==> src/rtl/mips_ctrl_pkg.sv <==
// mips_ctrl_pkg
//   Shared constants for the multi-cycle MIPS main control:
//   FSM state encodings, opcode/funct values, 4-bit ALU_Cntrl codes,
//   and the ALUSrcB / PCSrc select values.
package mips_ctrl_pkg;

  localparam int STATE_W = 4;

  typedef enum logic [STATE_W-1:0] {
    S_FETCH  = 4'h0,
    S_DECODE = 4'h1,
    S_MEMADR = 4'h2,
    S_MEMRD  = 4'h3,
    S_MEMWB  = 4'h4,
    S_MEMWR  = 4'h5,
    S_EXEC   = 4'h6,
    S_ALUWB  = 4'h7,
    S_BRANCH = 4'h8,
    S_IEXEC  = 4'h9,
    S_IWB    = 4'hA,
    S_JUMP   = 4'hB
  } state_t;

  // Opcodes (instruction bits [31:26])
  localparam logic [5:0] OP_RTYPE = 6'h00;
  localparam logic [5:0] OP_J     = 6'h02;
  localparam logic [5:0] OP_BEQ   = 6'h04;
  localparam logic [5:0] OP_ADDI  = 6'h08;
  localparam logic [5:0] OP_SLTI  = 6'h0A;
  localparam logic [5:0] OP_ANDI  = 6'h0C;
  localparam logic [5:0] OP_ORI   = 6'h0D;
  localparam logic [5:0] OP_LW    = 6'h23;
  localparam logic [5:0] OP_SW    = 6'h2B;

  // R-type funct codes (instruction bits [5:0])
  localparam logic [5:0] F_SLL  = 6'h00;
  localparam logic [5:0] F_SRL  = 6'h02;
  localparam logic [5:0] F_SRA  = 6'h03;
  localparam logic [5:0] F_SLLV = 6'h04;
  localparam logic [5:0] F_SRLV = 6'h06;
  localparam logic [5:0] F_SRAV = 6'h07;
  localparam logic [5:0] F_ADD  = 6'h20;
  localparam logic [5:0] F_ADDU = 6'h21;
  localparam logic [5:0] F_SUB  = 6'h22;
  localparam logic [5:0] F_SUBU = 6'h23;
  localparam logic [5:0] F_AND  = 6'h24;
  localparam logic [5:0] F_OR   = 6'h25;
  localparam logic [5:0] F_XOR  = 6'h26;
  localparam logic [5:0] F_NOR  = 6'h27;
  localparam logic [5:0] F_SLT  = 6'h2A;
  localparam logic [5:0] F_SLTU = 6'h2B;

  // ALU_Cntrl codes
  localparam logic [3:0] ALU_AND  = 4'h0;
  localparam logic [3:0] ALU_OR   = 4'h1;
  localparam logic [3:0] ALU_ADD  = 4'h2;
  localparam logic [3:0] ALU_XOR  = 4'h3;
  localparam logic [3:0] ALU_NOR  = 4'h4;
  localparam logic [3:0] ALU_SLTU = 4'h5;
  localparam logic [3:0] ALU_SUB  = 4'h6;
  localparam logic [3:0] ALU_SLT  = 4'h7;
  localparam logic [3:0] ALU_SLL  = 4'h8;
  localparam logic [3:0] ALU_SLLV = 4'h9;
  localparam logic [3:0] ALU_SRL  = 4'hA;
  localparam logic [3:0] ALU_SRLV = 4'hB;
  localparam logic [3:0] ALU_SRA  = 4'hC;
  localparam logic [3:0] ALU_SRAV = 4'hD;

  // ALUSrcB selects
  localparam logic [1:0] SRCB_REG     = 2'b00;
  localparam logic [1:0] SRCB_FOUR    = 2'b01;
  localparam logic [1:0] SRCB_IMM     = 2'b10;
  localparam logic [1:0] SRCB_IMM_SH2 = 2'b11;

  // PCSrc selects
  localparam logic [1:0] PC_ALU    = 2'b00;
  localparam logic [1:0] PC_ALUOUT = 2'b01;
  localparam logic [1:0] PC_JUMP   = 2'b10;

  function automatic logic is_imm_alu(input logic [5:0] op);
    return (op == OP_ADDI) || (op == OP_ANDI) || (op == OP_ORI) || (op == OP_SLTI);
  endfunction

endpackage

==> src/rtl/alu_control_decoder.sv <==
// alu_control_decoder
//   Combinational R-type funct decode into the 4-bit ALU operation code.
//   Ports:
//     i_funct        in  6  instruction bits [5:0]
//     o_alu_cntrl    out 4  ALU operation code (ADD for unmapped funct)
//     o_funct_valid  out 1  funct is a supported R-type operation
module alu_control_decoder
  import mips_ctrl_pkg::*;
(
  input  logic [5:0] i_funct,
  output logic [3:0] o_alu_cntrl,
  output logic       o_funct_valid
);

  always_comb begin
    o_alu_cntrl   = ALU_ADD;
    o_funct_valid = 1'b1;
    case (i_funct)
      F_ADD, F_ADDU: o_alu_cntrl = ALU_ADD;
      F_SUB, F_SUBU: o_alu_cntrl = ALU_SUB;
      F_AND:         o_alu_cntrl = ALU_AND;
      F_OR:          o_alu_cntrl = ALU_OR;
      F_XOR:         o_alu_cntrl = ALU_XOR;
      F_NOR:         o_alu_cntrl = ALU_NOR;
      F_SLT:         o_alu_cntrl = ALU_SLT;
      F_SLTU:        o_alu_cntrl = ALU_SLTU;
      F_SLL:         o_alu_cntrl = ALU_SLL;
      F_SRL:         o_alu_cntrl = ALU_SRL;
      F_SRA:         o_alu_cntrl = ALU_SRA;
      F_SLLV:        o_alu_cntrl = ALU_SLLV;
      F_SRLV:        o_alu_cntrl = ALU_SRLV;
      F_SRAV:        o_alu_cntrl = ALU_SRAV;
      default:       o_funct_valid = 1'b0;
    endcase
  end

endmodule

==> src/rtl/multi_cycle_main_control.sv <==
// multi_cycle_main_control
//   Main control FSM of the multi-cycle MIPS datapath. Decodes Opcode/Funct,
//   sequences fetch/decode/execute/writeback and drives datapath selects,
//   write enables and the ALU operation code.
//   Optional feature macro: OVF_WB_SUPPRESS_EN (signed-overflow writeback
//   suppression for add/sub/addi).
//   Ports:
//     CLK, RST            clock, synchronous active-high reset
//     Opcode, Funct       instruction fields from the IR
//     ZF_IN, OF_IN        ALU zero / overflow flags
//     IorD, MemWrite, IRWrite, RegDst, MemtoReg, RegWrite, ALUSrcA,
//     ALUSrcB, ALU_Cntrl, ExtSel, PCSrc, PCEn   datapath controls
//     IllegalOp           pulse in DECODE for unsupported opcode/funct
//     State_OUT           current state (debug)
//
//   state  | meaning
//   FETCH  | read instruction at PC, PC <= PC+4
//   DECODE | compute branch target, dispatch on opcode
//   MEMADR | ALUOut <= A + sign-ext imm (lw/sw address)
//   MEMRD  | read data memory at ALUOut
//   MEMWB  | rt <= MDR
//   MEMWR  | write B to data memory at ALUOut
//   EXEC   | R-type ALU op on A, B
//   ALUWB  | rd <= ALUOut
//   BRANCH | compare A-B, load PC with target when zero
//   IEXEC  | immediate ALU op on A, ext imm
//   IWB    | rt <= ALUOut
//   JUMP   | PC <= jump target
module multi_cycle_main_control
  import mips_ctrl_pkg::*;
#(
  parameter int STATE_WIDTH = 4
) (
  input  logic                   CLK,
  input  logic                   RST,
  input  logic [5:0]             Opcode,
  input  logic [5:0]             Funct,
  input  logic                   ZF_IN,
  input  logic                   OF_IN,
  output logic                   IorD,
  output logic                   MemWrite,
  output logic                   IRWrite,
  output logic                   RegDst,
  output logic                   MemtoReg,
  output logic                   RegWrite,
  output logic                   ALUSrcA,
  output logic [1:0]             ALUSrcB,
  output logic [3:0]             ALU_Cntrl,
  output logic                   ExtSel,
  output logic [1:0]             PCSrc,
  output logic                   PCEn,
  output logic                   IllegalOp,
  output logic [STATE_WIDTH-1:0] State_OUT
);

  state_t     r_state;
  state_t     w_next_state;
  logic [3:0] w_funct_alu;
  logic       w_funct_valid;
  logic       w_pc_write;
  logic       w_branch;
  logic       w_wb_ok;

  alu_control_decoder u_alu_dec (
    .i_funct       (Funct),
    .o_alu_cntrl   (w_funct_alu),
    .o_funct_valid (w_funct_valid)
  );

  always_ff @(posedge CLK) begin
    if (RST) r_state <= S_FETCH;
    else     r_state <= w_next_state;
  end

`ifdef OVF_WB_SUPPRESS_EN
  logic r_ovf;

  // Only the trapping adds/subs capture overflow; every other edge clears it,
  // so the flag is live exactly during the following writeback state.
  always_ff @(posedge CLK) begin
    if (RST)
      r_ovf <= 1'b0;
    else if (r_state == S_EXEC && (Funct == F_ADD || Funct == F_SUB))
      r_ovf <= OF_IN;
    else if (r_state == S_IEXEC && Opcode == OP_ADDI)
      r_ovf <= OF_IN;
    else
      r_ovf <= 1'b0;
  end

  assign w_wb_ok = ~r_ovf;
`else
  logic w_unused_of_in;
  assign w_unused_of_in = OF_IN;
  assign w_wb_ok        = 1'b1;
`endif

  always_comb begin
    w_next_state = S_FETCH;
    IorD         = 1'b0;
    MemWrite     = 1'b0;
    IRWrite      = 1'b0;
    RegDst       = 1'b0;
    MemtoReg     = 1'b0;
    RegWrite     = 1'b0;
    ALUSrcA      = 1'b0;
    ALUSrcB      = SRCB_REG;
    ALU_Cntrl    = ALU_ADD;
    ExtSel       = 1'b0;
    PCSrc        = PC_ALU;
    IllegalOp    = 1'b0;
    w_pc_write   = 1'b0;
    w_branch     = 1'b0;

    case (r_state)
      S_FETCH: begin
        IRWrite      = 1'b1;
        ALUSrcB      = SRCB_FOUR;
        w_pc_write   = 1'b1;
        w_next_state = S_DECODE;
      end
      S_DECODE: begin
        ALUSrcB = SRCB_IMM_SH2;
        if (Opcode == OP_LW || Opcode == OP_SW)
          w_next_state = S_MEMADR;
        else if (Opcode == OP_RTYPE && w_funct_valid)
          w_next_state = S_EXEC;
        else if (Opcode == OP_BEQ)
          w_next_state = S_BRANCH;
        else if (is_imm_alu(Opcode))
          w_next_state = S_IEXEC;
        else if (Opcode == OP_J)
          w_next_state = S_JUMP;
        else
          IllegalOp = 1'b1;
      end
      S_MEMADR: begin
        ALUSrcA      = 1'b1;
        ALUSrcB      = SRCB_IMM;
        w_next_state = (Opcode == OP_SW) ? S_MEMWR : S_MEMRD;
      end
      S_MEMRD: begin
        IorD         = 1'b1;
        w_next_state = S_MEMWB;
      end
      S_MEMWB: begin
        MemtoReg = 1'b1;
        RegWrite = 1'b1;
      end
      S_MEMWR: begin
        IorD     = 1'b1;
        MemWrite = 1'b1;
      end
      S_EXEC: begin
        ALUSrcA      = 1'b1;
        ALU_Cntrl    = w_funct_alu;
        w_next_state = S_ALUWB;
      end
      S_ALUWB: begin
        RegDst   = 1'b1;
        RegWrite = w_wb_ok;
      end
      S_BRANCH: begin
        ALUSrcA   = 1'b1;
        ALU_Cntrl = ALU_SUB;
        PCSrc     = PC_ALUOUT;
        w_branch  = 1'b1;
      end
      S_IEXEC: begin
        ALUSrcA      = 1'b1;
        ALUSrcB      = SRCB_IMM;
        w_next_state = S_IWB;
        case (Opcode)
          OP_ANDI: begin
            ALU_Cntrl = ALU_AND;
            ExtSel    = 1'b1;
          end
          OP_ORI: begin
            ALU_Cntrl = ALU_OR;
            ExtSel    = 1'b1;
          end
          OP_SLTI: ALU_Cntrl = ALU_SLT;
          default: ALU_Cntrl = ALU_ADD;
        endcase
      end
      S_IWB: begin
        RegWrite = w_wb_ok;
      end
      S_JUMP: begin
        PCSrc      = PC_JUMP;
        w_pc_write = 1'b1;
      end
      default: ;
    endcase

    // Reset must never let a write or a PC/IR load escape, whatever the
    // state register currently holds.
    if (RST) begin
      IRWrite  = 1'b0;
      MemWrite = 1'b0;
      RegWrite = 1'b0;
    end
    PCEn = (w_pc_write | (w_branch & ZF_IN)) & ~RST;
  end

  assign State_OUT = STATE_WIDTH'(r_state);

endmodule

==> config.mk <==
export PLATFORM = sky130hd
export DESIGN_NAME = multi_cycle_main_control
export DESIGN_NICKNAME = d
export VERILOG_FILES = /design/src/rtl/mips_ctrl_pkg.sv /design/src/rtl/alu_control_decoder.sv /design/src/rtl/multi_cycle_main_control.sv
export SDC_FILE = /design/constraint.sdc
export NUM_CORES = 1
export LEC_CHECK = 0
export ABC_CLOCK_PERIOD_IN_PS = 4600
export CAP_MARGIN = 40
export CORE_ASPECT_RATIO = 1.1
export CORE_MARGIN = 2
export CORE_UTILIZATION = 38
export DETAILED_ROUTE_END_ITERATION = 6
export PLACE_DENSITY = 0.85
export SYNTH_ARGS = -nofsm -noshare
export SYNTH_HDL_FRONTEND = slang
export SYNTH_HIERARCHICAL = 1
export SYNTH_SLANG_ARGS = --single-unit
export TNS_END_PERCENT = 50
==> constraint.sdc <==
create_clock -name CLK -period 4.6 [get_ports CLK]
set_input_delay 1.15 -clock CLK [delete_from_list [all_inputs] [get_ports CLK]]
set_output_delay 1.15 -clock CLK [all_outputs]
set_load 0.02 [all_outputs]
== Word level (Yosys, flattened, before mapping) ==
Cells that the tools add are included.
Widths: inputs -> output; s select.

* Bits in registers: 4
* Input port bits: 16
* Output and inout bits: 22
* Logic and storage cells: 88

* Equality and inequality tests: 34
* Mux-type cells: 33
* Bitwise logic cells: 4
* Reduce and logical (&&, ||, !) cells: 16

{| class="wikitable"
|+ Operators with widths
! kind !! count
|-
| $eq 6x6->1 const B || 12
|-
| $pmux 4 s13 || 1
|-
| $eq 6x3->1 const B || 4
|-
| $eq 6x4->1 const B || 4
|-
| $pmux 4 s6 || 1
|-
| $mux 1 || 21
|-
| $mux 4 || 5
|-
| $eq 6x2->1 const B || 3
|-
| $eq 4x3->1 const B || 4
|-
| $eq 4x4->1 const B || 4
|-
| $reduce_or 16->1 || 1
|-
| $logic_not 6->1 || 2
|-
| $pmux 4 s3 || 1
|-
| $reduce_or 2->1 || 5
|-
| $pmux 3 s3 || 1
|-
| $eq 4x2->1 const B || 2
|-
| $pmux 2 s3 || 1
|-
| $eq 4x1->1 const B || 1
|-
| $logic_not 4->1 || 1
|-
| $logic_or 1x1->1 || 4
|-
| $pmux 2 s2 || 1
|-
| $reduce_or 4->1 || 1
|-
| $mux 3 || 1
|-
| $reduce_or 3->1 || 1
|-
| 4 further kinds || 5
|}

== Logic depth before layout (Yosys ltp) ==
* Depth in word-level cells: 9
* Depth in mapped cells: 6
* Depth with buffers taken out: 6

== Modules after synthesis ==
Netlist, hierarchy kept.

{| class="wikitable"
|+ By module, submodules not included
! module !! times used !! cells an instance !! area each (um^2) !! seq. area each (um^2)
|-
| multi_cycle_main_control || 1 || 91 || 563.0 || 80.1
|-
| alu_control_decoder || 1 || 21 || 132.6 || 0.0
|}

== Least setup slack after synthesis ==
OpenSTA, ideal clock, no wires.

* Path kind: input to output
* From: input Funct[2]
* To: output IllegalOp
* Arrival time: 2331 ps
* Required time: 3450 ps
* Path slack: 1119 ps
* Stages: 5
* Buffers on the path: 0
* Cell sequence: and2b_1 > o21ai_0 > a21oi_1 > a311o_1 > nor3_1

* Longest elaborated chain between the ends: 7
* Elaborated cells on any way between the ends: 22
* Those cells by class: eq/ne (15); mux (4); reduce/logical (3)

{| class="wikitable"
|+ Ends and longest elaborated chain
! item !! line !! source
|-
| start: declaration || multi_cycle_main_control.sv:37 || <nowiki>input logic [5:0] Funct,</nowiki>
|-
| $eq 6x6->1 (tied with other cells) || alu_control_decoder.sv:18 || <nowiki>case (i_funct)</nowiki>
|-
| $reduce_or 16->1 (no line) (*) || - ||
|-
| $mux 1 (*) || alu_control_decoder.sv:18 ||
|-
| via w_funct_valid || multi_cycle_main_control.sv:59 || <nowiki>logic w_funct_valid;</nowiki>
|-
| $logic_and 1x1->1 (*) || multi_cycle_main_control.sv:126 || <nowiki>else if (Opcode == OP_RTYPE && w_funct_valid)</nowiki>
|-
| $mux 1 (*) || multi_cycle_main_control.sv:126 ||
|-
| $mux 1 (*) || multi_cycle_main_control.sv:124 || <nowiki>if (Opcode == OP_LW || Opcode == OP_SW)</nowiki>
|-
| $mux 1 (*) || multi_cycle_main_control.sv:115 || <nowiki>case (r_state)</nowiki>
|-
| end: declaration || multi_cycle_main_control.sv:52 || <nowiki>output logic IllegalOp,</nowiki>
|}

The timed path passes the listed nets; every way through them passes the cells marked *.

== Worst setup path in the final report ==
* From: input Funct[5]
* To: output IllegalOp

Same word-level chain as after synthesis.

==> metrics.txt <==
Post-Syn Instances 112; CTS Buffer Depth 2; Yosys reg bits 4; GRT Total Usage 0.205; CTS Hold Bufs 0; overall power 0.150 mW; dpl hpwl 1.59 mm; Critical Path RT 3.45 ns; Die W 44.8 um; share of layout cells above drive strength 1 0.0347; arrival time worst endpoint 3.30 ns; syn nets 128; CTS tree built; Core Region 1760 um2; clock-pin slew on the worst setup and hold paths 0.04 ns; switching share of total power 0.345; Num CTS Buffers 3; worst slew pin tran 0.680 ns; skew final 0.000576 ns; top-area cell type share of the netlist area 0.115; setup bufs post-CTS 0; global route total overflow 0; routed via count 955; worst-path fanout max 6; hold path depth 1; Final setup viols 0; mapped cell area 696 um2; fin crit share 0.966; Worst R2R Start State_OUT[0]$_SDFF_PP0_; syn_area_per_cell 6.21 um2; antenna viol nets, final 0; f_max 225 MHz; Vias/cell 5.90; post-synth cell types 37; setup tns final 0 ns; reg2reg end State_OUT[0]$_SDFF_PP0_; Skew-Pair Late Insertion Delay 0.23 ns; status complete, no violations; Hold WC Path Type reg2reg; initial antenna violation count 0; Worst IR Drop VDD 0.173 mV; final core occ 0.610; DIE AREA 2190 um2; DRC 0; number of global-route vias before repair 790; R2R Setup Slk 2.69 ns; Rows 16; Power Dens Cells 140 nW/um2; max-cap violations 0; largest area contributor in the netlist dfxtp_1; YS warnings 6; most common cell in the netlist nor2_1; ANT cells 0; Area Overhead vs Synth 54.5%; fin crit period 4.45 ns; io pins 38; Post-CTS Resized 0; die height 48.9 um; initial DRC count 22; initial core utilization 0.395; post-route cell area 1070 um2; H-tree depth 1; combinational power share 0.446; RSZ-0062 raised after global routing no; CTS sink cnt 4; routed wire length 2.16 mm; number of flops mapped to enable cells by yosys 0; min-delay src State_OUT[0]$_SDFF_PP0_; max reg flops 4; Final Wtd Congestion 0.868; most area-consuming cells after synthesis dfxtp_1 12%, nor3_1 8.6%, nor2_1 7.0%, nand2_1 6.5%, nor2b_1 5.4%; Post-synth top cells 13 x nor2_1, 12 x nand2_1, 12 x nor3_1; register area share after synthesis 0.115; Setup CP Type in2out; CTS Root Cell clkbuf_4; Net count, final 162; Final Hold Viols 0; port bufs 36; worst rel slew slack 0.546; largest net degree at the start of global routing 23; Top FF cell, synth dfxtp_1; FF-to-FF path depth 4; NetSw 0.0517 mW; Pins Over Slew Limit 0; drt wl/cell 13.3 um; CP Capture Type output pin; asr flop ratio synth 0; leak pwr 0.391 nW; Hold Path Sink State_OUT[3]$_SDFF_PP0_; Clock power frac 0.282; Internal 0.0983 mW; Filler cells 166; cell area after placement 1050 um2; first-pass GRT wire length 3.52 mm; first-pass detailed-route iteration total 4; Startpoint Class input pin; Reg power frac 0.272
[critical path, stage by stage]
cell             delay, ns
clkdlybuf4s50_1       0.49
and2b_1               0.26
o21ai_0               0.18
a21oi_1               0.13
a311o_1               0.29
nor3_1                0.16
clkdlybuf4s50_1       0.64
[final cells by class]
class / instances / area [um2] / share of cell area
multi-input cells: 97 / 574 / 0.534
repair buffers: 36 / 360 / 0.335
clock buffers: 3 / 22.5 / 0.0210
flip-flops and latches: 4 / 80.1 / 0.0745
well taps: 18 / 22.5 / 0.0210
inverters: 4 / 15.0 / 0.0140
[cell usage in the layout (no fill, tap or decap), types with 2 or more instances in the layout]
cell	n
nand2_1	12
nand2b_1	5
nor3_1	12
nand3_1	2
nor2b_1	6
and2b_1	2
a21o_1	2
nor2_1	13
clkdlybuf4s50_1	36
a21oi_1	7
inv_1	4
dfxtp_1	4
o21ai_0	5
nand4_1	2
nor4_1	3
clkbuf_4	3
a31oi_1	4
and3b_1	2
[through the flow]
stage	hold slack (ns)	setup WS (ns)	instances
2_1_floorplan	0.781	1.12	112
3_3_place_gp	0.700	0.238	159
3_5_place_dp	0.706	0.202	159
4_1_cts	0.712	0.180	162
5_1_grt	0.736	0.0616	162
6_report	0.708	0.155	162
[per-layer routing]
metal / track usage / up-vias / share of wire
li1: - / 477 / -
met3: 0.0407 / 2 / 0.048
met4: 0.103 / 0 / 0.0083
met2: 0.324 / 32 / 0.51
met5: 0 / - / 0
met1: 0.258 / 444 / 0.44
[power groups by stage]
stage	Combinational (mW)	Clock (mW)	Sequential, mW
final	0.0669	0.0423	0.0409
after global routing	0.0724	0.0481	0.0414
after CTS	0.0665	0.0456	0.0408
after detailed placement	0.0661	0	0.0414
after global placement	0.0650	0	0.0412
after floorplan	0.0353	0	0.0394
[worst max path at each step]
stage          startpoint            to  slack, ns
4_1_cts          Funct[5]     IllegalOp       0.18
3_3_place_gp     Funct[5]     IllegalOp       0.24
5_1_grt          Funct[5]     IllegalOp       0.06
6_report         Funct[5]     IllegalOp       0.15
2_1_floorplan    Funct[2]     IllegalOp       1.12
3_5_place_dp     Funct[0]  ALU_Cntrl[1]       0.20
[cells by family (layout without fill, tap and decap cells)]
logic type	count (synthesis)	count (layout)	share of synthesized area
compound gates	29	29	0.290
xor+xnor	1	1	0.0126
buf+inv	11	43	0.0594
flops	4	4	0.115
mux	1	1	0.0144
simple gates	66	66	0.509
(Power assumes the default switching activity.)
